**config.mk**
```make
export PLATFORM = sky130hd
export DESIGN_NAME = pipeline_hazard_ctrl_flat
export DESIGN_NICKNAME = d
export VERILOG_FILES = /design/src/rtl/pipeline_hazard_ctrl_pkg.sv /design/src/rtl/pipeline_hazard_ctrl_if.sv /design/src/rtl/pipeline_hazard_ctrl_forward_sel.sv /design/src/rtl/pipeline_hazard_ctrl.sv /design/src/flat_wrapper.sv
export SDC_FILE = /design/constraint.sdc
export NUM_CORES = 1
export LEC_CHECK = 0
export BUFFER_PORTS_ARGS = -buffer_cell sky130_fd_sc_hd__buf_2
export CORE_MARGIN = 4
export CORE_UTILIZATION = 50
export DETAILED_ROUTE_END_ITERATION = 12
export HOLD_SLACK_MARGIN = 0.03
export MAX_ROUTING_LAYER = met4
export PLACE_DENSITY_LB_ADDON = 0.05
export SLEW_MARGIN = 10
export SYNTH_ARGS = -nofsm -noshare
export SYNTH_HDL_FRONTEND = slang
export SYNTH_SLANG_ARGS = --single-unit
```
**constraint.sdc**
```tcl
create_clock -name CLK -period 7.8 [get_ports CLK]
set_input_delay 0.78 -clock CLK [delete_from_list [all_inputs] [get_ports CLK]]
set_output_delay 0.78 -clock CLK [all_outputs]
set_load 0.1 [all_outputs]
```
**src/rtl/pipeline_hazard_ctrl_pkg.sv**
```systemverilog
// Shared core definitions: forwarding select codes, divide FSM states, x0 index, source-match helper.
// Latency: n/a (types and constants only).
// Backpressure: n/a.
package core_pkg;

    localparam logic [1:0] FWD_RF  = 2'b00;
    localparam logic [1:0] FWD_WB  = 2'b01;
    localparam logic [1:0] FWD_MEM = 2'b10;

    localparam logic [4:0] REG_X0  = 5'd0;

    typedef enum logic [1:0] {
        IDLE     = 2'd0,
        DIV_WAIT = 2'd1,
        DIV_LAST = 2'd2
    } div_state_t;

    // A producer matches a source only if it writes, is not x0, and names the same register.
    function automatic logic src_match(input logic [4:0] rd, input logic [4:0] rs, input logic en);
        return en && (rd != REG_X0) && (rd == rs);
    endfunction

endpackage

```
**src/rtl/pipeline_hazard_ctrl_if.sv**
```systemverilog
// Pipeline <-> hazard controller bundle: stage register indices/flags in, hold/flush/forward controls out.
// Latency: plain wires, no storage.
// Backpressure: none; master is the pipeline datapath, slave is the hazard controller.
interface pipeline_hazard_ctrl_if #(
    parameter int CNT_W = 32
);
    import core_pkg::*;

    logic [4:0]       id_rs1;
    logic [4:0]       id_rs2;
    logic             id_uses_rs1;
    logic             id_uses_rs2;
    logic [4:0]       ex_rd;
    logic             ex_regwrite;
    logic             ex_memtoreg;
    logic             ex_div;
    logic [4:0]       mem_rd;
    logic             mem_regwrite;
    logic             mem_memtoreg;
    logic [4:0]       wb_rd;
    logic             wb_regwrite;
    logic             mem_redirect;

    logic             pc_hold;
    logic             ifid_hold;
    logic             idex_hold;
    logic             ifid_flush;
    logic             idex_flush;
    logic             exmem_flush;
    logic [1:0]       fwd_a;
    logic [1:0]       fwd_b;
    logic             div_busy;
    logic [CNT_W-1:0] stall_cnt;
    logic [CNT_W-1:0] flush_cnt;

    modport master (
        output id_rs1, id_rs2, id_uses_rs1, id_uses_rs2,
        output ex_rd, ex_regwrite, ex_memtoreg, ex_div,
        output mem_rd, mem_regwrite, mem_memtoreg,
        output wb_rd, wb_regwrite, mem_redirect,
        input  pc_hold, ifid_hold, idex_hold,
        input  ifid_flush, idex_flush, exmem_flush,
        input  fwd_a, fwd_b, div_busy, stall_cnt, flush_cnt
    );

    modport slave (
        input  id_rs1, id_rs2, id_uses_rs1, id_uses_rs2,
        input  ex_rd, ex_regwrite, ex_memtoreg, ex_div,
        input  mem_rd, mem_regwrite, mem_memtoreg,
        input  wb_rd, wb_regwrite, mem_redirect,
        output pc_hold, ifid_hold, idex_hold,
        output ifid_flush, idex_flush, exmem_flush,
        output fwd_a, fwd_b, div_busy, stall_cnt, flush_cnt
    );

endinterface

```
**src/rtl/pipeline_hazard_ctrl_forward_sel.sv**
```systemverilog
// Per-operand EX forwarding select: EX/MEM ALU result beats MEM/WB result beats register file.
// Latency: purely combinational.
// Backpressure: none.
module forward_sel
    import core_pkg::*;
(
    input  logic [4:0] rs,
    input  logic [4:0] mem_rd,
    input  logic       mem_regwrite,
    input  logic       mem_memtoreg,
    input  logic [4:0] wb_rd,
    input  logic       wb_regwrite,
    output logic [1:0] fwd
);

    // A load still in EX/MEM has no data yet, so only ALU producers there may forward.
    always_comb begin
        fwd = FWD_RF;
        if (src_match(mem_rd, rs, mem_regwrite && !mem_memtoreg)) begin
            fwd = FWD_MEM;
        end else if (src_match(wb_rd, rs, wb_regwrite)) begin
            fwd = FWD_WB;
        end
    end

endmodule

```
**src/rtl/pipeline_hazard_ctrl.sv**
```systemverilog
// Hazard/sequencing controller for the 5-stage RV32 pipe: holds, bubbles, squashes and forwarding selects.
// Latency: controls are combinational in the current cycle; counters and rs copies update on the next edge.
// Backpressure: none accepted; the pipe obeys hold/flush every cycle with redirect > divide > load-use.
module pipeline_hazard_ctrl
    import core_pkg::*;
#(
    parameter int DIV_LATENCY = 8,
    parameter int CNT_W       = 32
) (
    input  logic                  CLK,
    input  logic                  RESET,
    pipeline_hazard_ctrl_if.slave bus
);

    localparam int               DCW       = (DIV_LATENCY > 2) ? $clog2(DIV_LATENCY) : 1;
    localparam logic [DCW-1:0]   DIV_LOAD  = DCW'(DIV_LATENCY - 2);
    // With the minimum latency there are no wait cycles, so the divide goes straight to its last cycle.
    localparam div_state_t       DIV_FIRST = (DIV_LATENCY > 2) ? DIV_WAIT : DIV_LAST;

    div_state_t       state_q, state_d;
    logic [DCW-1:0]   cnt_q, cnt_d;
    logic [4:0]       ex_rs1, ex_rs2;
    logic [CNT_W-1:0] stall_q, flush_q;
    logic             load_use;
    logic             pc_hold, ifid_hold, idex_hold;
    logic             ifid_flush, idex_flush, exmem_flush;
    logic             div_busy;

    assign load_use = bus.ex_memtoreg &&
                      (src_match(bus.ex_rd, bus.id_rs1, bus.id_uses_rs1) ||
                       src_match(bus.ex_rd, bus.id_rs2, bus.id_uses_rs2));

    forward_sel u_fwd_a (
        .rs           (ex_rs1),
        .mem_rd       (bus.mem_rd),
        .mem_regwrite (bus.mem_regwrite),
        .mem_memtoreg (bus.mem_memtoreg),
        .wb_rd        (bus.wb_rd),
        .wb_regwrite  (bus.wb_regwrite),
        .fwd          (bus.fwd_a)
    );

    forward_sel u_fwd_b (
        .rs           (ex_rs2),
        .mem_rd       (bus.mem_rd),
        .mem_regwrite (bus.mem_regwrite),
        .mem_memtoreg (bus.mem_memtoreg),
        .wb_rd        (bus.wb_rd),
        .wb_regwrite  (bus.wb_regwrite),
        .fwd          (bus.fwd_b)
    );

    // Next state and stage controls: a redirect squashes everything and aborts any divide in flight.
    always_comb begin
        state_d     = state_q;
        cnt_d       = cnt_q;
        pc_hold     = 1'b0;
        ifid_hold   = 1'b0;
        idex_hold   = 1'b0;
        ifid_flush  = 1'b0;
        idex_flush  = 1'b0;
        exmem_flush = 1'b0;
        div_busy    = 1'b0;
        if (bus.mem_redirect) begin
            ifid_flush  = 1'b1;
            idex_flush  = 1'b1;
            exmem_flush = 1'b1;
            state_d     = IDLE;
            cnt_d       = '0;
        end else begin
            case (state_q)
                IDLE: begin
                    if (bus.ex_div) begin
                        state_d = DIV_FIRST;
                        cnt_d   = DIV_LOAD;
                    end
                    if (load_use) begin
                        pc_hold    = 1'b1;
                        ifid_hold  = 1'b1;
                        idex_flush = 1'b1;
                    end
                end
                DIV_WAIT: begin
                    pc_hold     = 1'b1;
                    ifid_hold   = 1'b1;
                    idex_hold   = 1'b1;
                    exmem_flush = 1'b1;
                    div_busy    = 1'b1;
                    cnt_d       = cnt_q - DCW'(1);
                    if (cnt_q <= DCW'(1)) begin
                        state_d = DIV_LAST;
                    end
                end
                DIV_LAST: begin
                    pc_hold   = 1'b1;
                    ifid_hold = 1'b1;
                    idex_hold = 1'b1;
                    div_busy  = 1'b1;
                    state_d   = IDLE;
                end
                default: begin
                    state_d = IDLE;
                    cnt_d   = '0;
                end
            endcase
        end
    end

    // FSM state and divide countdown.
    always_ff @(posedge CLK or negedge RESET) begin
        if (!RESET) begin
            state_q <= IDLE;
            cnt_q   <= '0;
        end else begin
            state_q <= state_d;
            cnt_q   <= cnt_d;
        end
    end

    // ID/EX source copies follow the ID/EX register: bubble on flush, frozen on hold.
    always_ff @(posedge CLK or negedge RESET) begin
        if (!RESET) begin
            ex_rs1 <= REG_X0;
            ex_rs2 <= REG_X0;
        end else if (idex_flush) begin
            ex_rs1 <= REG_X0;
            ex_rs2 <= REG_X0;
        end else if (!idex_hold) begin
            ex_rs1 <= bus.id_rs1;
            ex_rs2 <= bus.id_rs2;
        end
    end

    // Performance counters: one stall per held-PC cycle, one flush per redirect cycle, free-running wrap.
    always_ff @(posedge CLK or negedge RESET) begin
        if (!RESET) begin
            stall_q <= '0;
            flush_q <= '0;
        end else begin
            stall_q <= stall_q + CNT_W'(pc_hold);
            flush_q <= flush_q + CNT_W'(bus.mem_redirect);
        end
    end

    assign bus.pc_hold     = pc_hold;
    assign bus.ifid_hold   = ifid_hold;
    assign bus.idex_hold   = idex_hold;
    assign bus.ifid_flush  = ifid_flush;
    assign bus.idex_flush  = idex_flush;
    assign bus.exmem_flush = exmem_flush;
    assign bus.div_busy    = div_busy;
    assign bus.stall_cnt   = stall_q;
    assign bus.flush_cnt   = flush_q;

endmodule

```
**src/flat_wrapper.sv**
```systemverilog
// flat-port wrapper written by rule: the top's interface ports become plain ports
module pipeline_hazard_ctrl_flat import core_pkg::*;
#(
    parameter int DIV_LATENCY = 8,
    parameter int CNT_W       = 32
)
  (CLK, RESET, bus_id_rs1, bus_id_rs2, bus_id_uses_rs1, bus_id_uses_rs2, bus_ex_rd, bus_ex_regwrite, bus_ex_memtoreg, bus_ex_div, bus_mem_rd, bus_mem_regwrite, bus_mem_memtoreg, bus_wb_rd, bus_wb_regwrite, bus_mem_redirect, bus_pc_hold, bus_ifid_hold, bus_idex_hold, bus_ifid_flush, bus_idex_flush, bus_exmem_flush, bus_fwd_a, bus_fwd_b, bus_div_busy, bus_stall_cnt, bus_flush_cnt);
  pipeline_hazard_ctrl_if #(.CNT_W(CNT_W)) bus_i ();
  input  logic CLK;
  input  logic RESET;
  input wire logic [$bits(bus_i.id_rs1)-1:0] bus_id_rs1;
  input wire logic [$bits(bus_i.id_rs2)-1:0] bus_id_rs2;
  input wire logic [$bits(bus_i.id_uses_rs1)-1:0] bus_id_uses_rs1;
  input wire logic [$bits(bus_i.id_uses_rs2)-1:0] bus_id_uses_rs2;
  input wire logic [$bits(bus_i.ex_rd)-1:0] bus_ex_rd;
  input wire logic [$bits(bus_i.ex_regwrite)-1:0] bus_ex_regwrite;
  input wire logic [$bits(bus_i.ex_memtoreg)-1:0] bus_ex_memtoreg;
  input wire logic [$bits(bus_i.ex_div)-1:0] bus_ex_div;
  input wire logic [$bits(bus_i.mem_rd)-1:0] bus_mem_rd;
  input wire logic [$bits(bus_i.mem_regwrite)-1:0] bus_mem_regwrite;
  input wire logic [$bits(bus_i.mem_memtoreg)-1:0] bus_mem_memtoreg;
  input wire logic [$bits(bus_i.wb_rd)-1:0] bus_wb_rd;
  input wire logic [$bits(bus_i.wb_regwrite)-1:0] bus_wb_regwrite;
  input wire logic [$bits(bus_i.mem_redirect)-1:0] bus_mem_redirect;
  output wire logic [$bits(bus_i.pc_hold)-1:0] bus_pc_hold;
  output wire logic [$bits(bus_i.ifid_hold)-1:0] bus_ifid_hold;
  output wire logic [$bits(bus_i.idex_hold)-1:0] bus_idex_hold;
  output wire logic [$bits(bus_i.ifid_flush)-1:0] bus_ifid_flush;
  output wire logic [$bits(bus_i.idex_flush)-1:0] bus_idex_flush;
  output wire logic [$bits(bus_i.exmem_flush)-1:0] bus_exmem_flush;
  output wire logic [$bits(bus_i.fwd_a)-1:0] bus_fwd_a;
  output wire logic [$bits(bus_i.fwd_b)-1:0] bus_fwd_b;
  output wire logic [$bits(bus_i.div_busy)-1:0] bus_div_busy;
  output wire logic [$bits(bus_i.stall_cnt)-1:0] bus_stall_cnt;
  output wire logic [$bits(bus_i.flush_cnt)-1:0] bus_flush_cnt;
  assign bus_i.id_rs1 = bus_id_rs1;
  assign bus_i.id_rs2 = bus_id_rs2;
  assign bus_i.id_uses_rs1 = bus_id_uses_rs1;
  assign bus_i.id_uses_rs2 = bus_id_uses_rs2;
  assign bus_i.ex_rd = bus_ex_rd;
  assign bus_i.ex_regwrite = bus_ex_regwrite;
  assign bus_i.ex_memtoreg = bus_ex_memtoreg;
  assign bus_i.ex_div = bus_ex_div;
  assign bus_i.mem_rd = bus_mem_rd;
  assign bus_i.mem_regwrite = bus_mem_regwrite;
  assign bus_i.mem_memtoreg = bus_mem_memtoreg;
  assign bus_i.wb_rd = bus_wb_rd;
  assign bus_i.wb_regwrite = bus_wb_regwrite;
  assign bus_i.mem_redirect = bus_mem_redirect;
  assign bus_pc_hold = bus_i.pc_hold;
  assign bus_ifid_hold = bus_i.ifid_hold;
  assign bus_idex_hold = bus_i.idex_hold;
  assign bus_ifid_flush = bus_i.ifid_flush;
  assign bus_idex_flush = bus_i.idex_flush;
  assign bus_exmem_flush = bus_i.exmem_flush;
  assign bus_fwd_a = bus_i.fwd_a;
  assign bus_fwd_b = bus_i.fwd_b;
  assign bus_div_busy = bus_i.div_busy;
  assign bus_stall_cnt = bus_i.stall_cnt;
  assign bus_flush_cnt = bus_i.flush_cnt;
  pipeline_hazard_ctrl #(.DIV_LATENCY(DIV_LATENCY), .CNT_W(CNT_W)) u_core (.CLK(CLK), .RESET(RESET), .bus(bus_i));
endmodule
```
# After elaboration in Yosys (flattened, before gate mapping)

Cells that the tools add are included.

Output and inout bits: 75
Input port bits: 36
Register bits: 79
Word-level logic and storage cells: 68

$add $sub $neg: 3
Eq/ne operators: 12
Muxes and demuxes: 25
$lt $le $gt $ge: 1
Reductions and logical operators: 21

Operator list:

| kind                                                                              | count |
|---|---|
| 32-bit by 1-bit adder with 32-bit output                                          | 2 |
| 5-bit equality test                                                               | 6 |
| 5-bit two-way mux                                                                 | 4 |
| 5-bit nonzero test                                                                | 3 |
| 1-bit logical AND                                                                 | 12 |
| 1-bit two-way mux                                                                 | 11 |
| 2-bit two-way mux                                                                 | 5 |
| 3-bit case mux with 3 select lines                                                | 1 |
| 3-bit two-way mux                                                                 | 2 |
| 2-bit inequality test (second input constant)                                     | 2 |
| 2-bit case mux with 2 select lines                                                | 1 |
| 2-bit AND reduction                                                               | 2 |
| 3-bit by 1-bit less-or-equal comparator with 1-bit output (second input constant) | 1 |
| 3-bit by 2-bit inequality test with 1-bit output (second input constant)          | 1 |
| 3-bit inequality test (second input constant)                                     | 1 |
| 3-bit by 1-bit subtractor with 3-bit output (second input constant)               | 1 |
| 2-bit by 1-bit equality test with 1-bit output (second input constant)            | 1 |
| 2-bit equality test (second input constant)                                       | 1 |
| 2-bit zero test                                                                   | 1 |
| 1-bit case mux with 2 select lines                                                | 1 |
| 2-bit OR reduction                                                                | 1 |
| 1-bit zero test                                                                   | 1 |
| 1-bit logical OR                                                                  | 1 |

# Depth between registers and ports, before layout

Depth in word-level cells: 9
Mapped depth: 10
Mapped depth without buffers: 10

# By module

A second synthesis with hierarchy kept.

Cell total of the unflattened synthesis: 395
Area, all modules: 4,190.3 um^2

By module, submodules not included:

| module               | instances | area an instance (um^2) | sequential area each (um^2) | cells an instance |
|---|---|---|---|---|
| pipeline_hazard_ctrl | 1         | 3,867.5                 | 1,976.9                     | 353 |
| forward_sel          | 2         | 161.4                   | 0.0                         | 21 |

# Worst setup path after synthesis

OpenSTA, ideal clock, no wires.

Kind: input to output
From: input bus_mem_regwrite
To: output bus_fwd_a[0]
Stages: 4
Required time: 7.020 ns
Slack: 1.013 ns
Arrival: 6.007 ns
Path through: nor2b_1 > o21ai_0 > nor4_1 > nor4_1

Longest elaborated chain between the ends: 4

RTL lines:

| what                           | RTL line                               | source |
|---|---|---|
| from (decl)                    | flat_wrapper.sv:20                     | `input wire logic [$bits(bus_i.mem_regwrite)-1:0] bus_mem_regwrite;` |
| 1-bit logical AND              | pipeline_hazard_ctrl_forward_sel.sv:19 | `if (src_match(mem_rd, rs, mem_regwrite && !mem_memtoreg)) begin` |
| 1-bit logical AND (2 in a row) | pipeline_hazard_ctrl_pkg.sv:20         | `return en && (rd != REG_X0) && (rd == rs);` |
| 2-bit two-way mux              | pipeline_hazard_ctrl_forward_sel.sv:19 |  |
| to (decl)                      | flat_wrapper.sv:31                     | `output wire logic [$bits(bus_i.fwd_a)-1:0] bus_fwd_a;` |

No other way between the ends.

# Worst setup path in the final report

From: input bus_ex_rd[3]
To: register u_core.stall_q[22] (netlist: u_core.bus.stall_cnt[22])

Longest elaborated chain between the ends: 9
Elaborated cells on any way between the ends: 13

RTL lines:

| what                                         | RTL line                       | source |
|---|---|---|
| from (decl)                                  | flat_wrapper.sv:15             | `input wire logic [$bits(bus_i.ex_rd)-1:0] bus_ex_rd;` |
| 5-bit nonzero test                           | pipeline_hazard_ctrl_pkg.sv:20 |  |
| 1-bit logical AND (2 in a row)               | pipeline_hazard_ctrl_pkg.sv:20 |  |
| 1-bit logical OR (*)                         | pipeline_hazard_ctrl.sv:30     | `(src_match(bus.ex_rd, bus.id_rs1, bus.id_uses_rs1) \|\|` |
| 1-bit logical AND (*)                        | pipeline_hazard_ctrl.sv:29     | `assign load_use = bus.ex_memtoreg &&` |
| 1-bit two-way mux (*)                        | pipeline_hazard_ctrl.sv:77     | `if (load_use) begin` |
| 1-bit case mux with 2 select lines (*)       | pipeline_hazard_ctrl.sv:71     | `case (state_q)` |
| 1-bit two-way mux (*)                        | pipeline_hazard_ctrl.sv:64     | `if (bus.mem_redirect) begin` |
| 32-bit by 1-bit adder with 32-bit output (*) | pipeline_hazard_ctrl.sv:140    | `stall_q <= stall_q + CNT_W'(pc_hold);` |
| to (signal assigned)                         | pipeline_hazard_ctrl.sv:140    |  |
| to (decl)                                    | pipeline_hazard_ctrl.sv:23     | `logic [CNT_W-1:0] stall_q, flush_q;` |

Every way passes the cells marked *; elsewhere a longest branch is shown, timed or not.
A chain may end at the register's enable or synchronous reset.

==> flow_metrics.py <==
metrics = {
    "clock_tree": {
        "cts_tree": "done",
        "htree_num_levels": 3,
        "root_buffer": "clkbuf_8",
        "clock-sinks": 79,
        "clockBufferDepth": 2,
        "cts_hold_buffers": 0,
        "clk_pin_slew_worst_paths_ns": 0.08,
        "cts_buffers": 9,
        "post_cts_buffers": 0,
        "clk_latency_ns": 0.33,
        "cts_resized": 0,
    },
    "floorplanning": {
        "rows": 32,
        "die_area_um2": 9790,
        "die_h_um": 99.0,
        "die_x_um": 99.0,
        "initial_utilization": 0.524,
        "core_area_um2": 7890,
        "pin_count": 111,
    },
    "yosys": {
        "syn-num-nets": 432,
        "synth_top_area_share": 0.478,
        "synth_ff_type": "dfrtp_1",
        "avgSynthCellArea_um2": 10.7,
        "synth_cells": 385,
        "syn_area_um2": 4140,
        "synth_enable_flop_cells": 0,
        "synth_seq_area_share": 0.478,
        "synth_seq_cells": 79,
        "yosysUniqueCellTypes": 38,
        "synth-async-reset-ratio": 1.00,
        "ys_warn_count": 0,
        "ys_top_cells_by_area": "dfrtp_1 48%, xnor2_1 14%, xor2_1 5.3%",
        "synth_top_cell_by_area": "dfrtp_1",
    },
    "critical_path": {
        "r2r_start": "u_core.state_q[1]",
        "worstPathArrival_ns": 3.89,
        "required_ns": 8.02,
        "reg2reg_to": "u_core.bus.stall_cnt[22]",
        "worst_setup_path_end_kind": "register",
        "crit_path_start_kind": "input port",
        "path_max_fanout": 12,
        "path_class": "input port to register",
        "ff2ff_path_depth": 9,
        "worst-r2r-setup-slack_ns": 4.62,
    },
    "final_layout": {
        "multiInputGateArea_um2": 2060,
        "drive_gt1_frac": 0.266,
        "mostFrequentLayoutCells": "108 x buf_2, 79 x dfrtp_1, 65 x xnor2_1, 29 x nand3_1, 25 x xor2_1",
        "final_common_cell": "buf_2",
        "syn_to_final_growth_pct": 20.7,
        "final_cell_area_um2": 4990,
        "seq_area_um2": 1980,
        "n_fill_cell": 669,
        "nets": 541,
        "antenna-diode-count": 0,
        "fin_cells": 599,
    },
    "placement": {
        "place_congestion": 0.906,
        "dp_cells": 585,
        "hpwl_um": 6790,
        "place_area_um2": 4760,
        "io_buffer_count": 109,
    },
    "sta": {
        "fin_crit_ns": 3.67,
        "fin_crit_sh": 0.471,
        "slew_headroom": 0.331,
        "hold_viol": 0,
        "setup_viol": 0,
        "grt_setup_unrepaired": "no",
        "fin_setup_tns_ns": 0,
        "tightestPinTransition_ns": 1.00,
        "report.final.slew_viol_count": 0,
        "final.setup_skew_ns": 0.0120,
        "max_freq_ghz": 0.272,
    },
    "power_and_ir_drop": {
        "leakagePower_nw": 2.42,
        "ir_drop_mv": 0.134,
        "p_per_area_nw_per_um2": 295,
    },
    "grt": {
        "antenna_found_initial": 0,
        "grt_pass1_vias": 3114,
        "grt_first_pass_wirelength_um": 15500,
        "grt_max_degree": 80,
        "track_usage": 0.198,
        "grt-ovfl-total": 0,
    },
    "route": {
        "drc": 0,
        "drtIter0Drc": 147,
        "dr.pass1.iters": 4,
        "wirelength_um": 9210,
        "viasPerCell": 5.40,
        "drt-wirelength-per-cell_um": 15.4,
        "ant_nets": 0,
        "routed-via-count": 3233,
    },
    "worst_hold_path": {
        "whs_endpoint": "u_core.bus.flush_cnt[31]",
        "hp-start": "u_core.bus.flush_cnt[31]",
        "hp-class": "register to register",
        "holdPathStages": 1,
    },
    "status": {
        "status": "completed",
    },
    "job": {
        "cap_viol_max_count": 0,
    },
}
==> layer usage <==
metal | routed length, µm | vias to the layer above | track usage
met5 | 0 | - | -
met4 | 90 | 0 | 0.0641
met3 | 586 | 7 | 0.0425
met2 | 4090 | 101 | 0.287
met1 | 4440 | 1557 | 0.278
li1 | - | 1568 | -
==> worst max-delay path: stages <==
cell and delay [ns]:
buf_2 0.12, xnor2_1 0.17, nand4_1 0.10, o22ai_1 0.76
a32o_1 0.35, ha_1 0.27, ha_1 0.27, inv_1 0.08
nor3_1 0.58, nand3_1 0.22, xnor2_1 0.18
==> metrics by stage <==
stage / hold slack (ns) / setup slack, ns / power [mW] / utilization
after CTS: 0.482 / 4.13 / 1.49 / 0.633
final: 0.482 / 4.13 / 1.47 / 0.633
after global routing: 0.516 / 3.85 / 1.55 / 0.633
after floorplan: 0.484 / 1.01 / 1.01 / -
after detailed placement: 0.465 / 3.76 / 1.13 / 0.604
after global placement: 0.457 / 3.76 / 1.12 / 0.604
==> cells in the mapped netlist, types with 4 or more instances <==
master,count
nand3_1,29
nand2_1,24
xor2_1,25
clkbuf_1,6
or4_1,4
nor2b_1,4
and3_1,10
and4_1,7
nor3_1,11
dfrtp_1,79
nor2_1,17
nand4_1,21
a211oi_1,11
ha_1,11
nor4_1,6
o21ai_0,5
xnor2_1,65
mux2i_1,10
inv_1,10
==> state kept, by name (all words and copies together) (netlist names) <==
register,flops
u_core.bus.flush_cnt,32
u_core.bus.stall_cnt,32
u_core.ex_rs1,5
u_core.ex_rs2,5
u_core.cnt_q,3
u_core.state_q,2
==> cells by family after synthesis <==
group / synth area share
DFF: 0.478
muxes: 0.0242
and+or+nand+nor: 0.209
xor gates and xnor gates: 0.191
buffers and inverters: 0.0233
AOI/OAI and AO/OA: 0.0414
adders and majority gates: 0.0333
==> report_power, final <==
group	switching (mW)	leakage, nW	total (mW)	internal [mW]
Clock	0.141	0.118	0.358	0.218
Sequential	0.0652	1.06	0.529	0.464
Combinational	0.443	1.24	0.584	0.141
==> worst max-delay path by stage <==
stage | from | to | depth (start not counted) | slack, ns
floorplan | bus_mem_regwrite | bus_fwd_a[0] | 4 | 1.01
global placement | bus_ex_rd[1] | u_core.bus.stall_cnt[30] | 11 | 3.76
detailed placement | bus_ex_rd[4] | u_core.bus.stall_cnt[22] | 11 | 3.76
global route | bus_ex_rd[4] | u_core.bus.stall_cnt[22] | 11 | 3.85
CTS | bus_ex_rd[4] | u_core.bus.stall_cnt[22] | 11 | 4.13
finish | bus_ex_rd[3] | u_core.bus.stall_cnt[22] | 11 | 4.13
==> final cells by class <==
type,count,area share
Inverter,10,0.00752
Sequential cell,79,0.396
Tap cell,102,0.0256
Clock buffer,10,0.0276
Clock inverter,4,0.0190
Multi-Input combinational cell,284,0.413
Timing Repair Buffer,110,0.111
Note: power is estimated with default switching activity, not from simulation.
